$ cat config.mk
export PLATFORM = sky130hd
export DESIGN_NAME = keypad_scanner
export DESIGN_NICKNAME = d
export VERILOG_FILES = /design/src/rtl/keypad_pkg.sv /design/src/rtl/keypad_timer.sv /design/src/rtl/keypad_scanner.sv
export SDC_FILE = /design/constraint.sdc
export NUM_CORES = 1
export LEC_CHECK = 0
export CORE_ASPECT_RATIO = 1.4
export CORE_MARGIN = 2
export CORE_UTILIZATION = 45
export DETAILED_ROUTE_END_ITERATION = 10
export PLACE_DENSITY_LB_ADDON = 0.08
export SLEW_MARGIN = 25
export SYNTH_ARGS = -nofsm -noshare
export SYNTH_HDL_FRONTEND = slang
export SYNTH_HIERARCHICAL = 1
export SYNTH_SLANG_ARGS = --single-unit
$ cat constraint.sdc
create_clock -name clock -period 4.3 [get_ports clock]
set_input_delay 0.86 -clock clock [delete_from_list [all_inputs] [get_ports clock]]
set_output_delay 0.86 -clock clock [all_outputs]
set_load 0.02 [all_outputs]
$ cat src/rtl/keypad_pkg.sv
// Shared definitions for the 4x4 keypad scanner.
//   state_t    : scanner FSM states
//   KEY_W      : width of the encoded key code {row_idx, col_idx}
//   COL_RESET  : column drive after reset (column 0)
//   lowest_set : index of the lowest set bit of a 4-bit row pattern
package keypad_pkg;

  typedef enum logic [2:0] {
    SETTLE,
    SAMPLE,
    PRESS_DB,
    REPORT,
    HOLD
  } state_t;

  localparam int unsigned KEY_W     = 4;
  localparam logic [3:0]  COL_RESET = 4'b0001;

  // Multi-row press: the lowest row index wins.
  function automatic logic [1:0] lowest_set(input logic [3:0] v);
    if (v[0]) return 2'd0;
    if (v[1]) return 2'd1;
    if (v[2]) return 2'd2;
    if (v[3]) return 2'd3;
    return 2'd0;
  endfunction

endpackage

$ cat src/rtl/keypad_timer.sv
// Saturating up-counter used for column settle, debounce and key repeat.
//   clock, reset : system clock, asynchronous active-low reset
//   clear        : synchronous clear, has priority over enable
//   enable       : count one step per clock
//   cnt          : current count
//   done         : cnt == LIMIT-1; the counter holds there (no wrap)
module keypad_timer #(
  parameter int unsigned CNT_W = 24,
  parameter int unsigned LIMIT = 2000000
) (
  input  logic             clock,
  input  logic             reset,
  input  logic             clear,
  input  logic             enable,
  output logic [CNT_W-1:0] cnt,
  output logic             done
);

  localparam logic [CNT_W-1:0] LAST = CNT_W'(LIMIT - 1);

  assign done = (cnt == LAST);

  always_ff @(posedge clock or negedge reset) begin
    if (!reset) begin
      cnt <= '0;
    end else if (clear) begin
      cnt <= '0;
    end else if (enable && !done) begin
      cnt <= cnt + CNT_W'(1);
    end
  end

endmodule

$ cat src/rtl/keypad_scanner.sv
// 4x4 matrix keypad front end: drives columns one-hot, synchronises the rows,
// debounces press and release and emits one key code per accepted press.
//   clock     : system clock
//   reset     : asynchronous, active-low
//   row       : raw keypad rows, active-high, asynchronous to clock
//   col       : column drive, one-hot, active-high
//   key_code  : {row_idx, col_idx} of the last accepted key
//   key_valid : 1-cycle pulse, key_code valid in the same cycle
//   key_held  : high from accepted press until debounced release
// Build option KEY_REPEAT_EN: adds REPEAT_DELAY/REPEAT_PERIOD and re-pulses
// key_valid while the same key stays held.
module keypad_scanner
  import keypad_pkg::*;
#(
  parameter int unsigned SETTLE_CYC    = 16,
  parameter int unsigned DEBOUNCE_CYC  = 2000000,
`ifdef KEY_REPEAT_EN
  parameter int unsigned REPEAT_DELAY  = 50000000,
  parameter int unsigned REPEAT_PERIOD = 10000000,
`endif
  parameter int unsigned CNT_W         = 24
) (
  input  logic             clock,
  input  logic             reset,
  input  logic [3:0]       row,
  output logic [3:0]       col,
  output logic [KEY_W-1:0] key_code,
  output logic             key_valid,
  output logic             key_held
);

  localparam logic [CNT_W-1:0] SETTLE_LAST = CNT_W'(SETTLE_CYC - 1);

  state_t           state, state_next;
  logic [3:0]       row_m, row_s;
  logic [3:0]       cand;
  logic [1:0]       col_idx;
  logic [CNT_W-1:0] timer_cnt;
  logic             timer_done, timer_clear, timer_en;
  logic             report_now, release_now, rep_fire;

  keypad_timer #(
    .CNT_W (CNT_W),
    .LIMIT (DEBOUNCE_CYC)
  ) u_timer (
    .clock  (clock),
    .reset  (reset),
    .clear  (timer_clear),
    .enable (timer_en),
    .cnt    (timer_cnt),
    .done   (timer_done)
  );

`ifdef KEY_REPEAT_EN
  localparam int unsigned    REP_W     = CNT_W + 2;
  localparam int unsigned    REP_LIMIT = (REPEAT_DELAY > REPEAT_PERIOD) ? REPEAT_DELAY : REPEAT_PERIOD;
  // Counting starts the cycle after the pulse, and the fire decision is
  // registered into key_valid, hence the -2 / -1 offsets.
  localparam logic [REP_W-1:0] REP_FIRST = REP_W'(REPEAT_DELAY - 2);
  localparam logic [REP_W-1:0] REP_NEXT  = REP_W'(REPEAT_PERIOD - 1);

  logic             rep_active, rep_first, rep_done;
  logic [REP_W-1:0] rep_cnt;

  assign rep_active = (state == HOLD) && (row_s == cand);
  assign rep_fire   = rep_active && (rep_cnt == (rep_first ? REP_FIRST : REP_NEXT));

  keypad_timer #(
    .CNT_W (REP_W),
    .LIMIT (REP_LIMIT)
  ) u_rep_timer (
    .clock  (clock),
    .reset  (reset),
    .clear  (!rep_active || rep_fire || rep_done),
    .enable (rep_active),
    .cnt    (rep_cnt),
    .done   (rep_done)
  );

  always_ff @(posedge clock or negedge reset) begin
    if (!reset) begin
      rep_first <= 1'b1;
    end else if (!rep_active) begin
      rep_first <= 1'b1;
    end else if (rep_fire) begin
      rep_first <= 1'b0;
    end
  end
`else
  assign rep_fire = 1'b0;
`endif

  always_ff @(posedge clock or negedge reset) begin
    if (!reset) begin
      state <= SETTLE;
    end else begin
      state <= state_next;
    end
  end

  always_comb begin
    state_next  = state;
    timer_clear = 1'b0;
    timer_en    = 1'b0;
    case (state)
      SETTLE: begin
        timer_en = 1'b1;
        if (timer_cnt == SETTLE_LAST) state_next = SAMPLE;
      end
      SAMPLE: begin
        state_next = (row_s == '0) ? SETTLE : PRESS_DB;
      end
      PRESS_DB: begin
        timer_en = 1'b1;
        if (row_s != cand)   state_next = SETTLE;
        else if (timer_done) state_next = REPORT;
      end
      REPORT: begin
        state_next = HOLD;
      end
      HOLD: begin
        if (row_s != '0) begin
          timer_clear = 1'b1;
        end else begin
          timer_en = 1'b1;
          if (timer_done) state_next = SETTLE;
        end
      end
      default: state_next = SETTLE;
    endcase
    if (state_next != state) timer_clear = 1'b1;
  end

  assign report_now  = (state == PRESS_DB) && (state_next == REPORT);
  assign release_now = (state == HOLD) && (state_next == SETTLE);

  always_ff @(posedge clock or negedge reset) begin
    if (!reset) begin
      row_m     <= '0;
      row_s     <= '0;
      col       <= COL_RESET;
      col_idx   <= '0;
      cand      <= '0;
      key_code  <= '0;
      key_valid <= 1'b0;
      key_held  <= 1'b0;
    end else begin
      row_m <= row;
      row_s <= row_m;
      if (state == SAMPLE) begin
        cand <= row_s;
        if (row_s == '0) begin
          col     <= {col[2:0], col[3]};
          col_idx <= col_idx + 2'd1;
        end
      end
      key_valid <= report_now || rep_fire;
      if (report_now) begin
        key_code <= {lowest_set(cand), col_idx};
        key_held <= 1'b1;
      end else if (release_now) begin
        key_held <= 1'b0;
      end
    end
  end

endmodule

==> metrics.md, run 1 <==
| Metric | Value |
|---|---|
| Result of the run | complete, no violations |
| Simple-gate portion of the synthesized area | 26.0% |
| Top Layer Used | met4 |
| Distinct cell type count after synthesis | 54 |
| EDFF count, synth | 0 |
| Count of buffer and inverter cells on the critical path | 1 |
| Resize count post-CTS | 0 |
| Mapped Nets | 241 |
| Setup-violating endpoint count in the final report | 0 |
| Internal reg-to-reg setup slack | 1.25 ns |
| Share of the synthesized netlist area taken by xor and xnor gates | 5.26% |
| Min-Delay Path Class | reg -> reg |
| Number of inserted diodes | 0 |
| Maximum number of pins on one net before global-route repair | 52 |
| Pins over their slew limit | 0 |
| DR iter-0 viols | 79 |
| Required time of the critical path | 4.48 ns |
| Critical path origin | u_timer/cnt[12] |
| Sequential-to-total area share from yosys stat | 51.2% |
| Slowest library cell on the worst path | nor3_1 |
| Unrepaired setup endpoints after global routing | false |
| Total power | 1.21 mW |
| Site row count | 32 |
| Fraction of layout instances using a drive strength above 1 | 12.9% |
| Peak fanout along the critical path | 20 |
| Number of synthesized register bits | 51 |
| Clock tree from TritonCTS | done |
| Crit path depth | 9 |
| Transition time at the pin with the least slew margin | 0.769 ns |
| Post-cts hold buffer count | 0 |
| Most used flip-flop cell after synthesis | dfrtp_1 |
| Gate count after technology mapping | 234 |
| Via count | 1867 |
| Yosys warning count | 6 |
| Clock sink total | 51 |
| Combinational family with the most area after synthesis | simple AND/OR/NAND/NOR gates |
| Compound-Gate Fraction of Synth Area | 9.02% |
| Worst r2r path cells | 9 |
| Share of synthesized area spent on multiplexers | 5.96% |
| Area share of fa/ha/maj cells after synthesis | 0.501% |
| Kind of start point of the critical path | flip-flop |
| Worst-case clock skew | 0.00544 ns |
| Length of routed met3 wiring | 124 um |
| FFs w/ async S/R, synth | 100% |
| Count of input and output buffers | 15 |
| I/O pin count | 16 |
| Crit path top cell by count | nand3_1 |
| Global-route usage over all layers | 18.3% |
| Number of buffers on the longest clock path | 2 |
| Total iterations of the first detailed-routing run | 4 |
| Effective utilization at floorplan | 45.9% |
| Crit path arrival time | 3.24 ns |
| Met2 Routed Length | 2650 um |
| Netlist area before placement | 2500 um^2 |
| Final min period | 3.05 ns |
| Dominant delay contributor by cell family on the critical path | simple AND/OR/NAND/NOR gates |
| Area of the core | 5450 um^2 |
| Final hold violation count | 0 |
| Length of routed wiring on met1 | 2250 um |
| Placed wire-length estimate | 3580 um |
| Average cell area after synthesis | 10.7 um^2 |
| Reg-to-reg critical path startpoint | u_timer/cnt[12] |
| Number of buffers added for setup after CTS | 0 |
| Worst VDD drop | 0.160 mV |
| Source-to-sink clock delay at the later pin of the worst-skew pair | 0.30 ns |
| Clock slew seen by the registers of the worst setup and hold paths | 0.09 ns |
| Largest stage delay on the critical path | 0.66 ns |
| Last element of the critical path | u_timer/cnt[17] |
| Vias in the first global route | 1762 |
| Critical path endpoint category | flip-flop |
| GRT Residual Overflow | 0 |
| Critical-path cell list | nor4b_1, nand3_1, nor3_1, nor2_1, a21boi_0, nor3b_1, nand3_1, buf_4, a21oi_1 |
| Area enclosed by the die boundary | 6170 um^2 |
| Peak clock frequency supported by timing | 0.327 GHz |
| Root buffer cell | clkbuf_8 |
| Rel. slew slack | 48.6% |
| Global placement routability congestion | 0.810 |
| Average detailed-routed wire length per instance | 15.8 um |
| Aggregate routed wire length | 5110 um |
| Number of buffers created by CTS | 5 |
| Initial antenna violation count | 0 |
| Number of DRC violations after detailed routing | 0 |
| Max-capacitance violation count | 0 |
| Detail-routed via count per cell | 5.78 |
| Area added between synthesis and finish | 13.1% |
| Antenna viol nets, final | 0 |
| Post-layout net count | 261 |
| Leakage | 1.18 nW |
| Setup total negative slack | 0 ns |
| End of the worst register-to-register path | u_timer/cnt[17] |
| Wire length of the first global-routing pass | 8630 um |
| Power per standard cell area | 429 nW/um^2 |
| Die boundary width | 67.0 um |
| Final period utilization | 71.0% |
| Chip Height | 92.1 um |
| Critical setup path kind | reg -> reg |
| H-tree lvl count | 2 |
[worst reg2reg max path: stages, from the launching register on]
cell,delay [ns]
dfrtp_1,0.47
nor4b_1,0.32
nand3_1,0.23
nor3_1,0.66
nor2_1,0.07
a21boi_0,0.21
nor3b_1,0.07
nand3_1,0.58
buf_4,0.28
a21oi_1,0.05
[through the flow]
stage	hold WS [ns]	instance area [um^2]	std cells	setup WS [ns]	util (%)
after floorplan	0.331	2500	234	1.65	-
after global placement	0.333	2720	315	1.35	49.9
after detailed placement	0.336	2720	315	1.26	49.9
after CTS	0.358	2830	323	1.23	51.9
after global routing	0.369	2830	323	0.928	51.9
final	0.354	2830	323	1.25	51.9
[cell families after synthesis]
logic type | Yosys count
and+or+nand+nor | 110
DFF | 51
AOI/OAI and AO/OA | 36
xor gates and xnor gates | 15
muxes | 12
buffers and inverters | 9
adders and majority gates | 1
[how the worst min path moves through the flow]
stage | start | endpoint | depth (start not counted)
after floorplan | row_m[0] | row_s[0] | 0
after global placement | row_m[1] | row_s[1] | 0
after detailed placement | row_m[1] | row_s[1] | 0
after CTS | row_m[1] | row_s[1] | 0
after global routing | row_m[3] | row_s[3] | 0
final | row_m[1] | row_s[1] | 0
[cell usage in the layout (no fill, tap or decap), drive strengths merged, types with 9 or more instances in the layout]
master | Yosys | final
clkdlybuf4s50 | 0 | 14
o21ai | 9 | 9
nand3 | 13 | 13
a21oi | 14 | 14
or3 | 9 | 9
mux2 | 11 | 11
nand2 | 19 | 19
nor2 | 25 | 25
dfrtp | 50 | 50
xor2 | 11 | 11
[state kept, by name (all words and copies together), names as in the netlist]
register     flops
col_idx          2
row_s            4
row_m            4
key_code         4
key_held         1
u_timer/cnt     24
key_valid        1
state            3
col              4
cand             4
[routing by layer]
| layer | up-vias | global-route usage (%) |
|---|---|---|
| li1 | 889 | - |
| met1 | 937 | 23.3 |
| met2 | 34 | 30.5 |
| met3 | 7 | 2.94 |
| met4 | 0 | 6.97 |
| met5 | - | 0 |
[power by group]
| group | internal (mW) | total [mW] | switching, mW |
|---|---|---|---|
| clock | 0.174 | 0.330 | 0.156 |
| combinational | 0.108 | 0.274 | 0.166 |
| sequential | 0.535 | 0.609 | 0.0740 |
[final cells by class]
| cell class | instances | area (um^2) |
|---|---|---|
| tap | 68 | 85.1 |
| sequential | 51 | 1280 |
| multi-input combinational | 174 | 1170 |
| clock inverter | 2 | 37.5 |
| inverter | 3 | 11.3 |
| timing repair buffer | 19 | 175 |
| fill | 518 | 2620 |
| clock buffer | 6 | 72.6 |
[synth_stat cells, drive strengths merged (2+ instances only)]
| cell type | count | area, um^2 |
|---|---|---|
| a21oi | 14 | 70.1 |
| and3 | 3 | 21.3 |
| buf | 2 | 16.3 |
| clkbuf | 2 | 7.51 |
| dfrtp | 50 | 1250 |
| inv | 3 | 11.3 |
| mux2 | 11 | 139 |
| nand2 | 19 | 73.8 |
| nand2b | 2 | 12.5 |
| nand3 | 13 | 65.1 |
| nand3b | 2 | 15.0 |
| nand4 | 8 | 80.1 |
| nor2 | 25 | 93.8 |
| nor3 | 8 | 51.3 |
| nor4 | 7 | 65.1 |
| nor4bb | 2 | 20.0 |
| o211ai | 2 | 15.0 |
| o21ai | 9 | 45.0 |
| o31ai | 5 | 42.5 |
| o41ai | 2 | 17.5 |
| or3 | 9 | 57.6 |
| or4 | 5 | 38.8 |
| xnor2 | 4 | 35.0 |
| xor2 | 11 | 96.3 |
No activity file was read; power rests on OpenSTA's default activity.
==> run 2: changes to the inputs <==
- clock period: 4.3 -> 3.17 ns (I/O delays scaled with it)
==> metrics.md, run 2 (synthesized netlist as in run 1, its figures left out) <==
| Metric | Value |
|---|---|
| Result of the run | complete, no violations (unchanged) |
| Detail-routed via count per cell | 5.68 (was 5.78) |
| H-tree lvl count | 2 (unchanged) |
| Source-to-sink clock delay at the later pin of the worst-skew pair | 0.30 ns (about the same) |
| Clock slew seen by the registers of the worst setup and hold paths | 0.09 ns (about the same) |
| Peak clock frequency supported by timing | 0.401 GHz (was 0.327 GHz) |
| Transition time at the pin with the least slew margin | 0.705 ns (was 0.769 ns) |
| Largest stage delay on the critical path | 0.41 ns (was 0.66 ns) |
| Number of DRC violations after detailed routing | 0 (unchanged) |
| Number of buffers added for setup after CTS | 0 (unchanged) |
| Internal reg-to-reg setup slack | 0.68 ns (was 1.25 ns) |
| Post-layout util | 52.0% (was 51.9%) |
| Total power | 1.59 mW (was 1.21 mW) |
| Maximum number of pins on one net before global-route repair | 28 (was 52) |
| Total iterations of the first detailed-routing run | 4 (unchanged) |
| Post-cts hold buffer count | 0 (unchanged) |
| Most frequent standard cell in the layout excluding fill and tap cells | dfrtp_1 (unchanged) |
| Worst-case clock skew | 0.00464 ns (was 0.00544 ns) |
| Pins over their slew limit | 0 (unchanged) |
| Largest reg by FF count | u_timer/cnt (unchanged) |
| Count of input and output buffers | 15 (unchanged) |
| Number of buffers created by CTS | 5 (unchanged) |
| Max FFs per register | 24 (unchanged) |
| Peak fanout along the critical path | 5 (was 20) |
| Min-Delay Path Class | in -> async (was reg -> reg) |
| Final worst setup slack | 0.677 ns (was 1.25 ns) |
| Footprint of the flip-flops and latches | 1280 um^2 (unchanged) |
| Vias in the first global route | 1865 (was 1762) |
| Area of the core | 5450 um^2 (unchanged) |
| Rel. slew slack | 52.7% (was 48.6%) |
| Power per standard cell area | 562 nW/um^2 (was 429 nW/um^2) |
| Required time of the critical path | 3.40 ns (was 4.48 ns) |
| Wire length of the first global-routing pass | 8760 um (was 8630 um) |
| Aggregate routed wire length | 5300 um (was 5110 um) |
| Final min period | 2.49 ns (was 3.05 ns) |
| Final period utilization | 78.7% (was 71.0%) |
| Unrepaired setup endpoints after global routing | false (unchanged) |
| Final hold violation count | 0 (unchanged) |
| Multi-input logic area | 1170 um^2 (unchanged) |
| Kind of start point of the critical path | flip-flop (unchanged) |
| Place WS | 0.717 ns (was 1.26 ns) |
| Setup total negative slack | 0 ns (unchanged) |
| I/O pin count | 16 (unchanged) |
| Site row count | 32 (unchanged) |
| Resize count post-CTS | 0 (unchanged) |
| Area enclosed by the die boundary | 6170 um^2 (unchanged) |
| Area added between synthesis and finish | 13.3% (was 13.1%) |
| Leakage | 1.18 nW (about the same) |
| Setup-violating endpoint count in the final report | 0 (unchanged) |
| Via count | 1847 (was 1867) |
| Clock tree from TritonCTS | done (unchanged) |
| Worst VDD drop | 0.231 mV (was 0.160 mV) |
| Antenna viol nets, final | 0 (unchanged) |
| Most frequent cells in the layout | dfrtp_1 (50), nor2_1 (25), nand2_1 (18) (unchanged) |
| Critical setup path kind | reg -> reg (unchanged) |
| Fraction of layout instances using a drive strength above 1 | 14.0% (was 12.9%) |
| Root buffer cell | clkbuf_8 (unchanged) |
| GRT Residual Overflow | 0 (unchanged) |
| Critical-path cell list | nor4_2, nand2b_1, a21oi_1, nand3_1, nor2_1, o21ai_0, or3_1, a21oi_1 (was nor4b_1, nand3_1, nor3_1, nor2_1, a21boi_0, nor3b_1, nand3_1, buf_4, a21oi_1) |
| Number of buffers on the longest clock path | 2 (unchanged) |
| Average detailed-routed wire length per instance | 16.3 um (was 15.8 um) |
| Global-route usage over all layers | 18.9% (was 18.3%) |
| Die boundary width | 67.0 um (unchanged) |
| Slowest library cell on the worst path | dfrtp_1 (was nor3_1) |
| Max-capacitance violation count | 0 (unchanged) |
| Critical path endpoint category | flip-flop (unchanged) |
| Number of inserted diodes | 0 (unchanged) |
| Initial antenna violation count | 0 (unchanged) |
| Effective utilization at floorplan | 45.9% (unchanged) |
| Global placement routability congestion | 0.862 (was 0.810) |
| Placed wire-length estimate | 3830 um (was 3580 um) |
| Clock sink total | 51 (unchanged) |
| Crit path arrival time | 2.72 ns (was 3.24 ns) |
| DR iter-0 viols | 63 (was 79) |
| Chip Height | 92.1 um (unchanged) |
| Filler Cells Inserted | 532 (was 518) |
| Post-layout net count | 263 (was 261) |
| Crit path top cell by count | a21oi_1 (was nand3_1) |
-- run 2: critical path: cells and delay by family, from the launching register on --
kind	cells	cell delay, ns
AOI/OAI and AO/OA	3	0.75
DFF	1	0.41
and+or+nand+nor	5	1.26
-- run 2: metal layers --
| metal | global-route usage (%) | up-vias | wire, um | share of wire [%] |
|---|---|---|---|---|
| li1 | - | 897 | - | - |
| met1 | 21.1 | 923 | 2220 | 42 |
| met2 | 33.9 | 23 | 2890 | 55 |
| met3 | 3.44 | 4 | 118 | 2.2 |
| met4 | 8.50 | 0 | 72 | 1.4 |
| met5 | 0 | - | 0 | 0 |
-- run 2: final cells by class --
type                    count  share of cell area (%)
clock inverters             2                   0.575
multi-input cells         174                    41.2
inverters                   3                   0.398
clock buffers               6                    2.92
flip-flops and latches     51                    45.2
repair buffers             21                    6.72
well taps                  68                    3.01
-- run 2: per-stage QoR --
step / hold WS, ns / instance area, um^2 / std cells
floorplan: 0.331 / 2500 / 234
global placement: 0.332 / 2730 / 317
detailed placement: 0.337 / 2730 / 317
CTS: 0.329 / 2830 / 325
global route: 0.352 / 2830 / 325
finish: 0.321 / 2830 / 325
-- run 2: final timing paths --
path / startpoint / to / depth (start not counted)
worst min-delay path: reset / col[3] / 1
worst max-delay path: row_s[3] / u_timer/cnt[16] / 8
worst min register to register: row_m[3] / row_s[3] / 0
worst max register to register: row_s[3] / u_timer/cnt[16] / 8
min in group clock: row_m[3] / row_s[3] / 0
max in group asynchronous: reset / u_timer/cnt[8] / 2
-- run 2: power breakdown --
group | internal [mW] | total [mW] | switching [mW]
Clock | 0.178 | 0.392 | 0.214
Combinational | 0.149 | 0.369 | 0.220
Sequential | 0.725 | 0.828 | 0.103
==> run 3: changes to the inputs <==
- clock period: 3.17 -> 2.58 ns (I/O delays scaled with it)
==> metrics.md, run 3 (synthesized netlist as in run 1, its figures left out) <==
| Metric | Value |
|---|---|
| I/O pin count | 16 (unchanged) |
| Critical path endpoint category | flip-flop (unchanged) |
| H-tree lvl count | 2 (unchanged) |
| Clock sink total | 51 (unchanged) |
| Final period utilization | 90.1% (was 78.7%) |
| Peak fanout along the critical path | 8 (was 5) |
| Min-Delay Path Class | in -> async (unchanged) |
| Number of buffers added for setup after CTS | 0 (unchanged) |
| Net switching power | 0.661 mW (was 0.536 mW) |
| Global-route usage over all layers | 18.6% (was 18.9%) |
| Effective utilization at floorplan | 45.9% (unchanged) |
| Count of input and output buffers | 15 (unchanged) |
| GRT Residual Overflow | 0 (unchanged) |
| Met2 track demand over resource | 33.6% (was 33.9%) |
| Via count | 1853 (was 1847) |
| Power per standard cell area | 710 nW/um^2 (was 562 nW/um^2) |
| Initial antenna violation count | 0 (unchanged) |
| Kind of start point of the critical path | flip-flop (unchanged) |
| Area enclosed by the die boundary | 6170 um^2 (unchanged) |
| Detail-routed via count per cell | 5.63 (was 5.68) |
| Transition time at the pin with the least slew margin | 0.533 ns (was 0.705 ns) |
| Area added between synthesis and finish | 16.1% (was 13.3%) |
| Count of buffer and inverter cells on the critical path | 1 (was 0) |
| Met3 usage | 3.07% (was 3.44%) |
| Placed Cells | 321 (was 317) |
| Post-layout net count | 267 (was 263) |
| Placed wire-length estimate | 3730 um (was 3830 um) |
| Largest reg by FF count | u_timer/cnt (unchanged) |
| Crit path top cell by count | a21oi_1 (unchanged) |
| Area of the core | 5450 um^2 (unchanged) |
| Setup-violating endpoint count in the final report | 0 (unchanged) |
| Largest stage delay on the critical path | 0.43 ns (was 0.41 ns) |
| Resize count post-CTS | 0 (unchanged) |
| Critical setup path kind | reg -> reg (unchanged) |
| Number of inserted diodes | 0 (unchanged) |
| Most frequent standard cell in the layout excluding fill and tap cells | dfrtp_1 (unchanged) |
| Result of the run | complete, no violations (unchanged) |
| Met1 track demand over resource in global routing | 21.7% (was 21.1%) |
| Die boundary width | 67.0 um (unchanged) |
| Portion of total power attributed to the clock network | 26.6% (was 24.7%) |
| Fraction of power consumed by sequential logic | 49.1% (was 52.1%) |
| Rel. slew slack | 64.5% (was 52.7%) |
| Final min period | 2.32 ns (was 2.49 ns) |
| Worst VDD drop | 0.284 mV (was 0.231 mV) |
| Source-to-sink clock delay at the later pin of the worst-skew pair | 0.30 ns (about the same) |
| Leakage | 1.22 nW (was 1.18 nW) |
| Required time of the critical path | 2.81 ns (was 3.40 ns) |
| Clock slew seen by the registers of the worst setup and hold paths | 0.09 ns (about the same) |
| Vias in the first global route | 1960 (was 1865) |
| Peak clock frequency supported by timing | 0.430 GHz (was 0.401 GHz) |
| Pins over their slew limit | 0 (unchanged) |
| Post-cts hold buffer count | 0 (unchanged) |
| Root buffer cell | clkbuf_8 (unchanged) |
| DR iter-0 viols | 106 (was 63) |
| Most frequent cells in the layout | dfrtp_1 (50), nor2_1 (25), nand2_1 (18) (unchanged) |
| Max-capacitance violation count | 0 (unchanged) |
| Switch share | 32.1% (was 33.7%) |
| Chip Height | 92.1 um (unchanged) |
| Crit path arrival time | 2.55 ns (was 2.72 ns) |
| Global placement routability congestion | 0.803 (was 0.862) |
| Aggregate routed wire length | 5050 um (was 5300 um) |
| Fraction of layout instances using a drive strength above 1 | 15.3% (was 14.0%) |
| Maximum number of pins on one net before global-route repair | 31 (was 28) |
| Setup total negative slack | 0 ns (unchanged) |
| Worst-case clock skew | 0.00406 ns (was 0.00464 ns) |
| Filler Cells Inserted | 527 (was 532) |
| Place WS | 0.267 ns (was 0.717 ns) |
| Clock tree from TritonCTS | done (unchanged) |
| Number of buffers created by CTS | 5 (unchanged) |
| Number of buffers on the longest clock path | 2 (unchanged) |
| P_int | 1.40 mW (was 1.05 mW) |
| Slowest library cell on the worst path | dfrtp_1 (unchanged) |
| Dominant delay contributor by cell family on the critical path | simple AND/OR/NAND/NOR gates (unchanged) |
| Busiest metal layer after global routing | met2 (unchanged) |
| Final hold violation count | 0 (unchanged) |
| Total iterations of the first detailed-routing run | 4 (unchanged) |
| Final worst setup slack | 0.256 ns (was 0.677 ns) |
| Unrepaired setup endpoints after global routing | false (unchanged) |
| Critical-path cell list | nor4_2, nand2b_1, a21oi_1, buf_4, nand3_1, nor2_1, o21ai_0, or3_1, a21oi_1 (was nor4_2, nand2b_1, a21oi_1, nand3_1, nor2_1, o21ai_0, or3_1, a21oi_1) |
| Wire length of the first global-routing pass | 8890 um (was 8760 um) |
| Site row count | 32 (unchanged) |
| Antenna viol nets, final | 0 (unchanged) |
| Max FFs per register | 24 (unchanged) |
| Number of standard cells in the final layout excluding fillers | 329 (was 325) |
| Number of DRC violations after detailed routing | 0 (unchanged) |
| Combinational share of power | 24.3% (was 23.2%) |
| Average detailed-routed wire length per instance | 15.4 um (was 16.3 um) |
-- run 3: cell count changes in the layout (fill, tap and decap cells not counted), sizes merged --
cell,change
buf,+4
bufinv,+1
clkinv,-1
-- run 3: layout make-up --
type | count | area, um^2 | share of cell area (%)
sequential | 51 | 1280 | 44.0
timing repair buffer | 25 | 245 | 8.46
tap | 68 | 85.1 | 2.93
clock buffer | 6 | 72.6 | 2.50
clock inverter | 2 | 37.5 | 1.29
multi-input combinational | 174 | 1170 | 40.4
inverter | 3 | 11.3 | 0.388
-- run 3: worst paths after layout --
| path | startpoint | endpoint | slack, ns | depth (start not counted) |
|---|---|---|---|---|
| setup / recovery | row_s[2] | u_timer/cnt[16] | 0.26 | 9 |
| hold / removal | reset | col[2] | 0.18 | 1 |
| setup reg to reg | row_s[2] | u_timer/cnt[16] | 0.26 | 9 |
| hold reg to reg | row_m[0] | row_s[0] | 0.36 | 0 |
| max in group asynchronous | reset | col[0] | 1.80 | 2 |
| min in group clock | row_m[0] | row_s[0] | 0.36 | 0 |
-- run 3: power groups by stage --
stage | clock network [mW] | registers, mW | logic, mW
6_report | 0.547 | 1.01 | 0.501
3_3_place_gp | 0 | 1.03 | 0.497
3_5_place_dp | 0 | 1.03 | 0.506
5_1_grt | 0.599 | 1.02 | 0.565
2_1_floorplan | 0 | 0.991 | 0.371
4_1_cts | 0.569 | 1.01 | 0.508
-- run 3: routing by layer --
metal	up-vias	share of wire (%)
met4	0	1.5
met5	-	0
met3	5	2.2
met1	917	43
li1	909	-
met2	22	53
-- run 3: stage by stage --
stage | hold slack, ns | power [mW] | utilization (%) | cell area, um^2
after floorplan | 0.220 | 1.36 | - | 2500
after global placement | 0.332 | 1.52 | 51.2 | 2790
after detailed placement | 0.340 | 1.53 | 51.2 | 2790
after CTS | 0.199 | 2.09 | 53.3 | 2900
after global routing | 0.225 | 2.19 | 53.3 | 2900
final | 0.185 | 2.06 | 53.3 | 2900
